===== src/rtl/gates_unit.sv =====
// Registered seven-lane gate unit: each output lane applies a fixed two-input
// Boolean function to a[i]/b[i]. Optional even-parity output under GATES_PARITY_EN.
module gates_unit (
  input  logic       clk,
  input  logic       rst_n,
  input  logic [6:0] a,
  input  logic [6:0] b,
  output logic [6:0] z
`ifdef GATES_PARITY_EN
  ,
  output logic       z_par
`endif
);

  function automatic logic even_parity(input logic [6:0] v);
    return ^v;
  endfunction

  logic [6:0] z_next_s;
  logic [6:0] z_r;

  // Per-lane gate functions; lane 6 inverts a and deliberately ignores b[6].
  always_comb begin
    z_next_s    = 7'h00;
    z_next_s[0] = a[0] & b[0];
    z_next_s[1] = a[1] | b[1];
    z_next_s[2] = ~(a[2] & b[2]);
    z_next_s[3] = ~(a[3] | b[3]);
    z_next_s[4] = a[4] ^ b[4];
    z_next_s[5] = ~(a[5] ^ b[5]);
    z_next_s[6] = ~a[6];
  end

  // Result register: loads every edge; reset value is all-zero, not f(0,0).
  always_ff @(posedge clk or negedge rst_n) begin
    if (!rst_n) begin
      z_r <= 7'h00;
    end else begin
      z_r <= z_next_s;
    end
  end

  assign z = z_r;

`ifdef GATES_PARITY_EN
  logic z_par_r;

  // Parity taken from the next-state bits so it lines up with z each cycle.
  always_ff @(posedge clk or negedge rst_n) begin
    if (!rst_n) begin
      z_par_r <= 1'b0;
    end else begin
      z_par_r <= even_parity(z_next_s);
    end
  end

  assign z_par = z_par_r;
`endif

endmodule


===== config.mk =====
export PLATFORM = sky130hd
export DESIGN_NAME = gates_unit
export DESIGN_NICKNAME = d
export VERILOG_FILES = /design/src/rtl/gates_unit.sv
export SDC_FILE = /design/constraint.sdc
export NUM_CORES = 1
export LEC_CHECK = 0
export ABC_AREA = 1
export CORE_AREA = 2 2 39 41
export DETAILED_ROUTE_END_ITERATION = 12
export DIE_AREA = 0 0 41 43
export GPL_TIMING_DRIVEN = 0
export PLACE_DENSITY = 0.5
export SYNTH_ARGS = -nofsm -noshare
export SYNTH_HDL_FRONTEND = slang
export SYNTH_SLANG_ARGS = --single-unit
export TNS_END_PERCENT = 30

===== constraint.sdc =====
create_clock -name clk -period 1.4 [get_ports clk]
set_clock_uncertainty 0.1 [all_clocks]
set_input_delay 0.14 -clock clk [delete_from_list [all_inputs] [get_ports clk]]
set_output_delay 0.14 -clock clk [all_outputs]
set_load 0.02 [all_outputs]

### Word-level counts from Yosys, hierarchy flattened

Index checks and enable logic that the tools add are counted.

* flip-flop bits (word level): 7
* input bits: 16
* output and inout port bits: 7
* logic and storage cells: 11

* bitwise logic cells: 10

Operator list (number)
* 1-bit inverter: 4
* 1-bit AND: 2
* 1-bit OR: 2
* 1-bit bitwise XOR: 2

### Longest topological paths before layout

Gate-level depths: netlist (run 1).

* depth in word-level cells: 2
* mapped depth: 3
* mapped depth without buffers: 3

### Least setup slack after synthesis (run 1)

No wires, ideal clock.

* kind: reg-to-output
* from: register z_r[0] (netlist: z[0])
* to: output port z[0]
* arrival: 416 ps
* data required time: 1160 ps
* slack: 744 ps
* stages on the path, launching flop included: 1
* buffers on the path: 0
* path through: dfrtp_1

RTL lines
* start: declaration: line 20 `logic [6:0] z_r;`
* start signal: assignment: line 39 `z_r <= z_next_s;`
* end: declaration: line 8 `output logic [6:0] z`

No word-level cell between the ends.

### Worst setup path in the final report (run 1)

* from: register z_r[5] (netlist: z[5])
* to: output port z[5]

No word-level cell between the ends.

==> results.sh, run 1 <==
export IMPL_overflow=0
export IMPL_die_h_um=43
export IMPL_yosysWarnings=0
export IMPL_start_util=0.172
export IMPL_cellInternalPower_uw=372
export IMPL_layout_commonest_cell="clkdlybuf4s50_1"
export IMPL_cts_tree="built"
export IMPL_syn_area_um2=238
export IMPL_ir_drop_mv=0.332
export IMPL_final_cell_mix="clkdlybuf4s50_1 (14), nand2_1 (8), dlygate4sd2_1 (7), dfrtp_1 (7), inv_1 (6)"
export IMPL_period_share=0.823
export IMPL_clkSinkCount=7
export IMPL_seq_area_um2=175
export IMPL_ctsRootBufferMaster="clkbuf_4"
export IMPL_diodes=0
export IMPL_pwr_share_comb=0.174
export IMPL_leakagePower_nw=0.249
export IMPL_endpoint="z[5]"
export IMPL_path_depth=1
export IMPL_grt_usage=0.0736
export IMPL_ys_seq_area_frac=0.737
export IMPL_design_area_um2=485
export IMPL_antenna_found_initial=0
export IMPL_port_buffers=21
export IMPL_critPathMaxStageDelay_ns=0.35
export IMPL_cts_setup_buffers=0
export IMPL_dpl_instance_area_um2=468
export IMPL_max_freq_mhz=868
export IMPL_met3_length_um=90
export IMPL_fp_row_count=14
export IMPL_cts_buffer_depth=2
export IMPL_slew_headroom=0.786
export IMPL_largest_reg_flops=7
export IMPL_setup_violations=0
export IMPL_h_tree_depth=1
export IMPL_finalHoldViolCount=0
export IMPL_cp_buffers_inverters=1
export IMPL_ys_types=5
export IMPL_p_sw_frac=0.224
export IMPL_vias=216
export IMPL_met2_length_um=210
export IMPL_final_nets=65
export IMPL_cp_top_family="flip-flops"
export IMPL_highest_signal_layer="met3"
export IMPL_crit_start="z[5]$_DFF_PN0_"
export IMPL_multi_input_area_um2=40.0
export IMPL_min_path_type="input pin to asynchronous set/reset pin"
export IMPL_synth_top_area_share=0.737
export IMPL_wirelength_um=442
export IMPL_critPathLaunchType="flip-flop"
export IMPL_worstPathMaxFanout=1
export IMPL_clkPwrFrac=0.375
export IMPL_fp_dieArea_um2=1760
export IMPL_globalplace_congestion=0.500
export IMPL_wl_per_cell_um=6.91
export IMPL_end_kind="output port"
export IMPL_synth_area_leaders="dfrtp_1 (74%), nand2_1 (13%), inv_1 (9.5%)"
export IMPL_final_max_slew_viol_count=0
export IMPL_outcome="finished clean"
export IMPL_max_cap_violations=0
export IMPL_setup_tns_ns=0
export IMPL_core_area_um2=1380
export IMPL_vias_per_cell=3.38
export IMPL_grt_pass1_vias=192
export IMPL_switching_power_uw=107
export IMPL_path_clk_slew_ns=0.05
export IMPL_drcViolationCount=0
export IMPL_crit_required_ns=1.16
export IMPL_crit_chain="dlygate4sd2_1"
export IMPL_slowest_stage="dfrtp_1"
export IMPL_ios=23
export IMPL_cts_buffers=3
export IMPL_syn_mean_instance_area_um2=10.3
export IMPL_fp_dieW_um=41
export IMPL_rsz0062_at_grt="no"
export IMPL_period_needed_ns=1.15
export IMPL_synthCells=23
export IMPL_postRouteAntennaNets=0
export IMPL_post_route_cells_drive_above_1_share=0.0625
export IMPL_p_per_area_nw_per_um2=987
export IMPL_arrival_ns=0.91
export IMPL_first_pass_iters=1
export IMPL_syn_nets=39
export IMPL_crit_type="flip-flop to output port"
export IMPL_grt_pass1_wl_um=745
export IMPL_place_hpwl_um=349
export IMPL_drt_iter0_drc=0
export IMPL_max_slew_worst_pin_slew_ns=0.321
export IMPL_grt_max_degree=8
export IMPL_fillers=156
export IMPL_power_frac_seq=0.451
export IMPL_synthToLayoutAreaGrowth_pct=104
export IMPL_ys_ff_latch=7
export IMPL_route_layer_met1_wl_um=140
export IMPL_yosys_area_top_type="dfrtp_1"
==> power groups by stage <==
| stage | Sequential [mW] | Clock, mW | Combinational (mW) |
|---|---|---|---|
| final | 0.216 | 0.180 | 0.0833 |
| after global placement | 0.220 | 0 | 0.0922 |
| after CTS | 0.216 | 0.193 | 0.0849 |
| after floorplan | 0.236 | 0 | 0.00952 |
| after global routing | 0.217 | 0.211 | 0.0931 |
| after detailed placement | 0.220 | 0 | 0.0932 |
==> worst min path at each step <==
stage	from	to	slack, ns	cells after the start
finish	rst_n	z[6]$_DFF_PN0_	0.05	1
global route	rst_n	z[3]$_DFF_PN0_	0.06	1
CTS	rst_n	z[6]$_DFF_PN0_	0.06	1
detailed placement	rst_n	z[3]$_DFF_PN0_	0.33	1
global placement	rst_n	z[3]$_DFF_PN0_	0.33	1
floorplan	rst_n	z[0]$_DFF_PN0_	-0.26	0
==> through the flow <==
| stage | hold slack [ns] | worst slack (ns) | instances | power [mW] | utilization |
|---|---|---|---|---|---|
| floorplan | -0.256 | 0.744 | 23 | 0.246 | - |
| global placement | 0.327 | 0.259 | 60 | 0.312 | 0.338 |
| detailed placement | 0.330 | 0.257 | 60 | 0.313 | 0.338 |
| CTS | 0.0611 | 0.232 | 64 | 0.494 | 0.351 |
| global route | 0.0635 | 0.192 | 64 | 0.521 | 0.351 |
| finish | 0.0524 | 0.248 | 64 | 0.479 | 0.351 |
==> kinds of logic after synthesis <==
kind of cell / synth area share
and+or+nand+nor: 0.168
DFF: 0.737
buffers and inverters: 0.0947
==> metal layers <==
layer,up-vias,global-route usage
li1,113,-
met1,88,0.0782
met2,15,0.0719
met3,0,0.0733
met4,0,0.0800
met5,-,0
==> layout make-up <==
cell class | instances | area share
Clock buffer | 4 | 0.0541
Multi-Input combinational cell | 10 | 0.0825
Timing Repair Buffer | 21 | 0.415
Inverter | 6 | 0.0464
Sequential cell | 7 | 0.361
Tap cell | 16 | 0.0412
==> timing repair <==
action                                  CTS  global route
resized for setup                         7             0
endpoints found under the hold margin     0             0
endpoints found under the setup margin    7             0
hold buffers                              0             0
==> Yosys cell counts <==
library cell and count:
nand2_1 8, dfrtp_1 7, inv_1 6, nor2_1 1
or2_1 1
Note: power is estimated with default switching activity, not from simulation.
==> run 2: changes to the inputs <==
==> constraint.sdc (replaced) <==
create_clock -name clk -period 1.1 [get_ports clk]
set_clock_uncertainty 0.1 [all_clocks]
set_input_delay 0.11 -clock clk [delete_from_list [all_inputs] [get_ports clk]]
set_output_delay 0.11 -clock clk [all_outputs]
set_load 0.02 [all_outputs]
==> results.sh, run 2 (synthesis gave the netlist of run 1 again) <==
export IMPL_outcome="finished clean"
export IMPL_wl_per_cell_um=7.16
export IMPL_dp_cells=60
export IMPL_critPathMaxStageDelay_ns=0.35
export IMPL_ios=23
export IMPL_setup_violations=0
export IMPL_port_buffers=21
export IMPL_fin_cells=64
export IMPL_postRouteAntennaNets=0
export IMPL_post_route_cells_drive_above_1_share=0.208
export IMPL_grt_pass1_wl_um=772
export IMPL_cp_buffers_inverters=1
export IMPL_max_slew_worst_pin_slew_ns=0.323
export IMPL_endpoint="z[6]"
export IMPL_crit_chain="clkdlybuf4s15_2"
export IMPL_drcViolationCount=0
export IMPL_core_area_um2=1380
export IMPL_path_clk_slew_ns=0.05
export IMPL_dpl_instance_area_um2=468
export IMPL_final_max_slew_viol_count=0
export IMPL_p_per_area_nw_per_um2=1290
export IMPL_ctsRootBufferMaster="clkbuf_4"
export IMPL_grt_pass1_vias=195
export IMPL_vias_per_cell=3.38
export IMPL_synthToLayoutAreaGrowth_pct=98.4
export IMPL_first_pass_iters=1
export IMPL_drt_iter0_drc=0
export IMPL_clkSinkCount=7
export IMPL_diodes=0
export IMPL_h_tree_depth=1
export IMPL_slew_headroom=0.784
export IMPL_arrival_ns=0.84
export IMPL_leakagePower_nw=0.242
export IMPL_slowest_stage="dfrtp_1"
export IMPL_fp_dieW_um=41
export IMPL_cts_buffer_depth=2
export IMPL_start_util=0.172
export IMPL_vias=216
export IMPL_largest_reg_flops=7
export IMPL_final_nets=65
export IMPL_cp_top_family="flip-flops"
export IMPL_ir_drop_mv=0.422
export IMPL_end_kind="output port"
export IMPL_finalPower_uw=610
export IMPL_worstPathMaxFanout=1
export IMPL_max_freq_mhz=948
export IMPL_grt_usage=0.0756
export IMPL_globalplace_congestion=0.500
export IMPL_critPathLaunchType="flip-flop"
export IMPL_max_cap_violations=0
export IMPL_min_path_type="input pin to asynchronous set/reset pin"
export IMPL_finalHoldViolCount=0
export IMPL_path_depth=1
export IMPL_place_hpwl_um=349
export IMPL_die_h_um=43
export IMPL_cts_tree="built"
export IMPL_cts_buffers=3
export IMPL_final_cell_mix="clkdlybuf4s50_1 (14), nand2_1 (8), dfrtp_1 (7)"
export IMPL_design_area_um2=472
export IMPL_crit_start="z[6]$_DFF_PN0_"
export IMPL_fp_dieArea_um2=1760
export IMPL_wirelength_um=458
export IMPL_rsz0062_at_grt="no"
export IMPL_overflow=0
export IMPL_period_share=0.958
export IMPL_grt_max_degree=8
export IMPL_period_needed_ns=1.05
export IMPL_setup_tns_ns=0
export IMPL_crit_type="flip-flop to output port"
export IMPL_antenna_found_initial=0
export IMPL_hold_buffers=0
export IMPL_fp_row_count=14
export IMPL_crit_required_ns=0.89
export IMPL_layout_commonest_cell="clkdlybuf4s50_1"
run 2: layout make-up:
| type | instances | area [um^2] |
|---|---|---|
| timing repair buffer | 21 | 188 |
| multi-input combinational | 10 | 40.0 |
| tap | 16 | 20.0 |
| fill | 160 | 912 |
| clock buffer | 4 | 26.3 |
| inverter | 6 | 22.5 |
| sequential | 7 | 175 |
run 2: how the worst min path moves through the flow:
| stage | slack, ns | endpoint | depth (start not counted) | from |
|---|---|---|---|---|
| global placement | 0.30 | z[3]$_DFF_PN0_ | 1 | rst_n |
| floorplan | -0.29 | z[0]$_DFF_PN0_ | 0 | rst_n |
| global route | 0.03 | z[3]$_DFF_PN0_ | 1 | rst_n |
| detailed placement | 0.30 | z[3]$_DFF_PN0_ | 1 | rst_n |
| CTS | 0.03 | z[6]$_DFF_PN0_ | 1 | rst_n |
| finish | 0.02 | z[6]$_DFF_PN0_ | 1 | rst_n |
run 2: power by group:
part	internal (mW)	switching (mW)
clock network	0.138	0.0911
registers	0.272	0.00291
logic	0.0617	0.0433
total	0.472	0.137
run 2: routing by layer:
layer	global-route usage	share of wire
met4	0.0800	0
met1	0.0814	0.33
met2	0.0781	0.47
met5	0	0
met3	0.0681	0.19
run 2: what timing repair did:
item	in CTS	in global routing
resized for setup	19	5
buffers inserted	0	0
endpoints found under the setup margin	7	5
run 2: through the flow:
stage	hold slack, ns	util	setup WS, ns
2_1_floorplan	-0.286	-	0.474
3_3_place_gp	0.297	0.338	-0.0115
3_5_place_dp	0.300	0.338	-0.0132
4_1_cts	0.0311	0.362	0.00341
5_1_grt	0.0335	0.341	0.00266
6_report	0.0229	0.341	0.0457
==> run 3: changes to the inputs <==
--- a/config.mk
+++ b/config.mk
@@ -10,7 +10,6 @@
 export DETAILED_ROUTE_END_ITERATION = 12
 export DIE_AREA = 0 0 41 43
 export GPL_TIMING_DRIVEN = 0
-export PLACE_DENSITY = 0.5
 export SYNTH_ARGS = -nofsm -noshare
 export SYNTH_HDL_FRONTEND = slang
 export SYNTH_SLANG_ARGS = --single-unit
==> results.sh, run 3 (synthesis gave the netlist of run 1 again) <==
export IMPL_leakagePower_nw=0.244
export IMPL_dp_slack_ns=-0.0161
export IMPL_drt_iter0_drc=0
export IMPL_max_slew_worst_pin_slew_ns=0.311
export IMPL_design_area_um2=478
export IMPL_crit_type="flip-flop to output port"
export IMPL_grt_pass1_wl_um=683
export IMPL_clkSinkCount=7
export IMPL_ir_drop_mv=0.318
export IMPL_layout_commonest_cell="clkdlybuf4s50_1"
export IMPL_period_share=0.956
export IMPL_p_per_area_nw_per_um2=1270
export IMPL_outcome="finished clean"
export IMPL_fp_dieArea_um2=1760
export IMPL_max_freq_mhz=951
export IMPL_cts_buffers=3
export IMPL_overflow=0
export IMPL_worstPathMaxFanout=1
export IMPL_max_cap_violations=0
export IMPL_crit_required_ns=0.89
export IMPL_postRouteAntennaNets=0
export IMPL_ctsRootBufferMaster="clkbuf_4"
export IMPL_path_clk_slew_ns=0.05
export IMPL_start_util=0.172
export IMPL_final_cell_mix="clkdlybuf4s50_1 (14), nand2_1 (8), dfrtp_1 (7)"
export IMPL_first_pass_iters=1
export IMPL_antenna_found_initial=0
export IMPL_min_path_type="input pin to asynchronous set/reset pin"
export IMPL_setup_ws_ns=0.0488
export IMPL_finalHoldViolCount=0
export IMPL_drcViolationCount=0
export IMPL_fillers=158
export IMPL_end_kind="output port"
export IMPL_cts_buffer_depth=2
export IMPL_rsz0062_at_grt="no"
export IMPL_vias_per_cell=3.48
export IMPL_fp_dieW_um=41
export IMPL_place_hpwl_um=413
export IMPL_post_route_cells_drive_above_1_share=0.208
export IMPL_largest_reg_flops=7
export IMPL_finalPower_uw=607
export IMPL_wirelength_um=461
export IMPL_grt_usage=0.0625
export IMPL_port_buffers=21
export IMPL_crit_chain="clkdlybuf4s15_2"
export IMPL_slew_headroom=0.792
export IMPL_fp_row_count=14
export IMPL_wl_per_cell_um=7.20
export IMPL_h_tree_depth=1
export IMPL_grt_max_degree=8
export IMPL_dpl_instance_area_um2=468
export IMPL_final_nets=65
export IMPL_arrival_ns=0.84
export IMPL_cp_top_family="flip-flops"
export IMPL_die_h_um=43
export IMPL_synthToLayoutAreaGrowth_pct=101
export IMPL_diodes=0
export IMPL_cts_tree="built"
export IMPL_period_needed_ns=1.05
export IMPL_globalplace_congestion=0.499
export IMPL_final_max_slew_viol_count=0
export IMPL_final_core_util=0.345
export IMPL_critPathMaxStageDelay_ns=0.35
export IMPL_critPathLaunchType="flip-flop"
export IMPL_ios=23
export IMPL_core_area_um2=1380
export IMPL_vias=223
export IMPL_setup_violations=0
export IMPL_cp_buffers_inverters=1
export IMPL_setup_tns_ns=0
export IMPL_grt_pass1_vias=192
export IMPL_slowest_stage="dfrtp_1"
## run 3: cell count changes in the layout (fill, tap and decap cells not counted), sizes merged
cell	delta
clkdlybuf4s15	+1
buf	-2
clkbuf	+1
## run 3: area by class of cell
class	count	area [um^2]	share of cell area
tap	16	20.0	0.0419
inverter	6	22.5	0.0471
sequential	7	175	0.366
timing repair buffer	21	194	0.406
multi-input combinational	10	40.0	0.0838
clock buffer	4	26.3	0.0550
## run 3: timing repair
item / 4_1_cts / 5_1_grt
gates resized for setup: 18 / 4
setup buffers: 0 / 0
setup endpoints to repair: 7 / 4
gates cloned: 0 / 0
hold buffers: 0 / 0
## run 3: where the power goes
part	total, mW	internal (mW)	switching [mW]
sequential	0.276	0.273	0.00326
clock	0.223	0.138	0.0852
combinational	0.108	0.0642	0.0435
total	0.607	0.475	0.132
## run 3: metal layers
metal | share of wire | global-route usage | up-vias
met4 | 0 | 0.0400 | 0
met1 | 0.32 | 0.0489 | 96
met2 | 0.50 | 0.0969 | 13
li1 | - | - | 114
met5 | 0 | 0 | -
met3 | 0.18 | 0.0524 | 0
## run 3: final timing paths
| path | startpoint | end | cells after the start |
|---|---|---|---|
| worst max-delay path | z[1]$_DFF_PN0_ | z[1] | 1 |
| max in group asynchronous | rst_n | z[4]$_DFF_PN0_ | 1 |
| worst min-delay path | rst_n | z[0]$_DFF_PN0_ | 1 |
| min in group clk | b[2] | z[2]$_DFF_PN0_ | 2 |
## run 3: metrics by stage
stage	hold WS, ns	cells
final	0.0238	64
after floorplan	-0.286	23
after global routing	0.0387	64
after detailed placement	0.295	60
after global placement	0.293	60
after CTS	0.0285	64
